### src/rtl/registro_decodificacion.sv
// registro_decodificacion: 2-entry skid buffer between fetch and the immediate decoder, with registered RV32I immediate-type decode.
// Optional transfer counter on num_inst when REGISTRO_DECODIFICACION_CONTADOR_EN is defined.
module registro_decodificacion #(
  parameter int          ANCHO_PC = 32,
  parameter logic [31:0] INST_NOP = 32'h00000013
) (
  input  logic                clk,
  input  logic                rst_n,
  input  logic                valido_ent,
  output logic                listo_ent,
  input  logic [31:0]         inst_ent,
  input  logic [ANCHO_PC-1:0] pc_ent,
  input  logic                vaciar,
  output logic                valido_sal,
  input  logic                listo_sal,
  output logic [31:0]         inst_sal,
  output logic [ANCHO_PC-1:0] pc_sal,
  output logic [2:0]          tipo,
  output logic                usa_inmediato,
`ifdef REGISTRO_DECODIFICACION_CONTADOR_EN
  output logic [31:0]         num_inst,
`endif
  output logic                ilegal
);
  typedef struct packed {
    logic [31:0]         inst;
    logic [ANCHO_PC-1:0] pc;
    logic [2:0]          tipo;
    logic                usa;
    logic                ilegal;
  } entrada_t;
  localparam entrada_t VACIA = {INST_NOP, {(ANCHO_PC+5){1'b0}}};
  entrada_t ent, sal, skid;
  logic skid_v, in_xfer, out_xfer, carga_sal;
  assign in_xfer   = valido_ent & listo_ent;
  assign out_xfer  = valido_sal & listo_sal;
  assign carga_sal = !valido_sal | listo_sal;
  always_comb begin
    ent.inst   = inst_ent;
    ent.pc     = pc_ent;
    ent.tipo   = 3'b000;
    ent.usa    = 1'b1;
    ent.ilegal = 1'b0;
    case (inst_ent[6:0])
      7'b0000011, 7'b0010011, 7'b1100111, 7'b0001111, 7'b1110011: ent.tipo = 3'b000;
      7'b0100011: ent.tipo = 3'b001;
      7'b1100011: ent.tipo = 3'b010;
      7'b0110111, 7'b0010111: ent.tipo = 3'b011;
      7'b1101111: ent.tipo = 3'b100;
      7'b0110011: ent.usa = 1'b0;
      default: begin
        ent.usa    = 1'b0;
        ent.ilegal = 1'b1;
      end
    endcase
  end
  // Skid is only ever full while the output is valid, so listo_ent == !skid_v outside reset.
  always_ff @(posedge clk) begin
    if (!rst_n) begin
      valido_sal <= 1'b0;
      skid_v     <= 1'b0;
      listo_ent  <= 1'b0;
      sal        <= VACIA;
    end else if (vaciar) begin
      valido_sal <= 1'b0;
      skid_v     <= 1'b0;
      listo_ent  <= 1'b1;
      sal        <= VACIA;
    end else if (carga_sal) begin
      valido_sal <= skid_v | in_xfer;
      sal        <= skid_v ? skid : (in_xfer ? ent : sal);
      skid_v     <= 1'b0;
      listo_ent  <= 1'b1;
    end else if (in_xfer) begin
      skid       <= ent;
      skid_v     <= 1'b1;
      listo_ent  <= 1'b0;
    end
  end
  assign inst_sal      = sal.inst;
  assign pc_sal        = sal.pc;
  assign tipo          = sal.tipo;
  assign usa_inmediato = sal.usa;
  assign ilegal        = sal.ilegal;
`ifdef REGISTRO_DECODIFICACION_CONTADOR_EN
  always_ff @(posedge clk) begin
    if (!rst_n) num_inst <= '0;
    else if (out_xfer) num_inst <= num_inst + 32'd1;
  end
`endif
endmodule

### config.mk
export PLATFORM = sky130hd
export DESIGN_NAME = registro_decodificacion
export DESIGN_NICKNAME = d
export VERILOG_FILES = /design/src/rtl/registro_decodificacion.sv
export SDC_FILE = /design/constraint.sdc
export NUM_CORES = 1
export LEC_CHECK = 0
export BUFFER_PORTS_ARGS = -buffer_cell sky130_fd_sc_hd__buf_2
export CAP_MARGIN = 5
export CORE_MARGIN = 3
export CORE_UTILIZATION = 53
export DETAILED_ROUTE_END_ITERATION = 8
export PLACE_DENSITY_LB_ADDON = 0.25
export SLEW_MARGIN = 20
export SYNTH_ARGS = -nofsm -noshare
export SYNTH_HDL_FRONTEND = slang
export SYNTH_SLANG_ARGS = --single-unit
### constraint.sdc
create_clock -name clk -period 9.65 [get_ports clk]
set_clock_uncertainty 0.2 [all_clocks]
set_input_delay 2.895 -clock clk [delete_from_list [all_inputs] [get_ports clk]]
set_output_delay 2.895 -clock clk [all_outputs]
set_load 0.1 [all_outputs]
==> reports/metrics.yaml <==
logic_synthesis:
  synth_cells: 423
  synth.most_common_cell: "dfxtp_1"
  synth_area_per_cell_um2: 13.1
  ys_ff_latch: 141
  syn-cell-area_um2: 5530
  synthesis.nets: 492
  ys_warn_count: 0
  synth_common_cells: "72 x dfxtp_1, 69 x edfxtp_1, 68 x mux2i_1"
  yosysSeqAreaShare: 0.635
  synthTopCellsByArea: "edfxtp_1 37%, dfxtp_1 26%, mux2i_1 12%"
  async_reset_ff_frac: 0
  netlist.area_leader.share: 0.375
  ys.flop_type: "dfxtp_1"
  synth_edf_count: 69
  yosys.area.top_type: "edfxtp_1"
  yosys.cell_types.count: 32
global_routing:
  first_global_vias: 3791
  grt_max_degree: 96
  antenna_found_initial: 0
  met1_usage: 0.276
  track_usage: 0.209
  overflow: 0
  grt.met3_usage: 0.0621
  met2_usage: 0.334
  busiest_layer: "met2"
  grt_pass1_wl_um: 18800
sta:
  maxSlewViolCount: 0
  rsz0062_at_grt: "false"
  fin_setup_tns_ns: 0
  setup_viol: 0
  slew_headroom: 0.342
  min_period_over_period: 0.481
  min_period_ns: 4.64
  hold_viol_final: 0
  timing.fmax_ghz: 0.216
  tightestPinTransition_ns: 0.986
  fin_hold_ws_ns: 0.272
  worst_slack_ns: 5.01
place:
  pre_cts_ws_ns: 4.55
  gp_congestion: 0.754
  placed_area_um2: 6240
  io_buffers: 139
  hpwlAfterDp_um: 7590
  dp.cells: 667
power:
  max-vdd-ir-drop_mv: 0.130
  powerDensity_nw_per_um2: 207
  design_power_total_mw: 1.41
  p_leak_nw: 2.53
finish:
  finalNonFillerCells: 699
  diodes: 0
  fillers: 764
  design_area_um2: 6790
  nets: 622
  final_layout_size_suffix_gt1_frac: 0.345
  syn_to_final_growth_pct: 22.8
  utilization: 0.682
critical_path:
  arrival_ns: 4.87
  cp-start-kind: "input port"
  cp_max_fo: 95
  setup.worst_path.class: "in -> reg"
  ff2ff_path_depth: 6
  end_kind: "flop"
  required_ns: 9.88
clocking:
  cts_sinks: 141
  cts_root_buffer: "clkbuf_8"
  ctsHoldBuffers: 0
  cts_resized: 0
  clockBufferDepth: 2
  cts_tree: "done"
  cts_setup_buffers: 0
  clk_pin_slew_ns: 0.06
  cts_buffers: 17
  htree_levels: 4
  clock_latency_ns: 0.51
job:
  drv_cap: 0
routing:
  routed_wirelength_um: 11700
  vias_per_cell: 5.37
  drt_first_pass_iters: 4
  post_drt_wl_per_cell_um: 16.7
  detail-route-antenna-nets: 0
  vias: 3755
  drt_iter0_markers: 231
  drc_errors: 0
floorplanning:
  core_um2: 9950
  die_w_um: 108
  ioPinCount: 140
  fp.dieArea_um2: 11700
  rows: 36
  start_util: 0.556
  die-height_um: 108
status:
  outcome: "completed"
worst_hold_path:
  min_path_type: "reg -> reg"
  whs_path_depth: 2
==> logic make-up after synthesis <==
kind of cell	share of synthesized area
compound gates	0.131
buf+inv	0.0380
mux	0.123
flops	0.635
simple gates	0.0729
==> power breakdown <==
part / switching [mW] / leakage [nW] / internal, mW / total [mW]
clock network: 0.226 / 0.273 / 0.382 / 0.608
registers: 0.00620 / 1.22 / 0.638 / 0.644
logic: 0.122 / 1.04 / 0.0351 / 0.157
total: 0.354 / 2.53 / 1.05 / 1.41
==> registers in the layout, indices dropped and copies added (netlist names), 3 cells and up <==
| name | flops |
|---|---|
| inst_sal | 32 |
| pc_sal | 32 |
| skid | 69 |
| tipo | 3 |
==> critical path: stages <==
cell      delay (ns)
buf_2           0.07
nand2b_1        0.22
and2_4          0.42
buf_4           0.81
nor2_1          0.14
a211oi_2        0.23
==> worst paths after layout <==
check	end	slack, ns	start
setup / recovery	inst_sal[27]$_SDFFE_PP0P_	5.01	listo_sal
hold / removal	ilegal$_SDFFE_PP0P_	0.27	ilegal$_SDFFE_PP0P_
setup reg to reg	inst_sal[27]$_SDFFE_PP0P_	6.86	skid_v$_SDFFE_PP0P_
hold reg to reg	ilegal$_SDFFE_PP0P_	0.27	ilegal$_SDFFE_PP0P_
==> cells in the final DEF (no fill, tap or decap) <==
| master | instances |
|---|---|
| or2b_1 | 1 |
| nor3_1 | 2 |
| nand4bb_2 | 1 |
| nor2_1 | 66 |
| a21oi_1 | 9 |
| o21ai_0 | 6 |
| o22ai_1 | 1 |
| mux2i_1 | 68 |
| buf_2 | 139 |
| o32ai_1 | 2 |
| nand2b_2 | 1 |
| clkbuf_1 | 7 |
| clkbuf_16 | 17 |
| clkinv_2 | 4 |
| inv_2 | 1 |
| dfxtp_4 | 1 |
| a32oi_1 | 1 |
| a21oi_4 | 1 |
| or2_2 | 1 |
| o31a_1 | 1 |
| o211ai_1 | 4 |
| inv_4 | 1 |
| nor3b_2 | 1 |
| nor2b_1 | 3 |
| buf_4 | 5 |
| edfxtp_1 | 69 |
| inv_1 | 1 |
| nand3_1 | 1 |
| nand2b_1 | 2 |
| a211oi_2 | 15 |
| nand2_1 | 10 |
| and2_4 | 1 |
| a2111oi_4 | 1 |
| dfxtp_1 | 71 |
| clkbuf_8 | 1 |
| or3b_4 | 1 |
| a211oi_1 | 46 |
| nor3_2 | 1 |
| bufinv_16 | 2 |
==> layer usage <==
layer,share of wire,vias up
met1,0.44,1793
met2,0.49,120
met5,0,-
met3,0.066,7
li1,-,1835
met4,0.0081,0
==> layout make-up <==
| class | instances | area, µm² | share of cell area |
|---|---|---|---|
| Clock buffer | 25 | 465 | 0.0685 |
| Sequential cell | 141 | 3520 | 0.518 |
| Clock inverter | 7 | 86.3 | 0.0127 |
| Multi-Input combinational cell | 247 | 1820 | 0.267 |
| Tap cell | 133 | 166 | 0.0245 |
| Timing Repair Buffer | 144 | 733 | 0.108 |
| Inverter | 2 | 7.51 | 0.00111 |
Note: power is estimated with default switching activity, not from simulation.
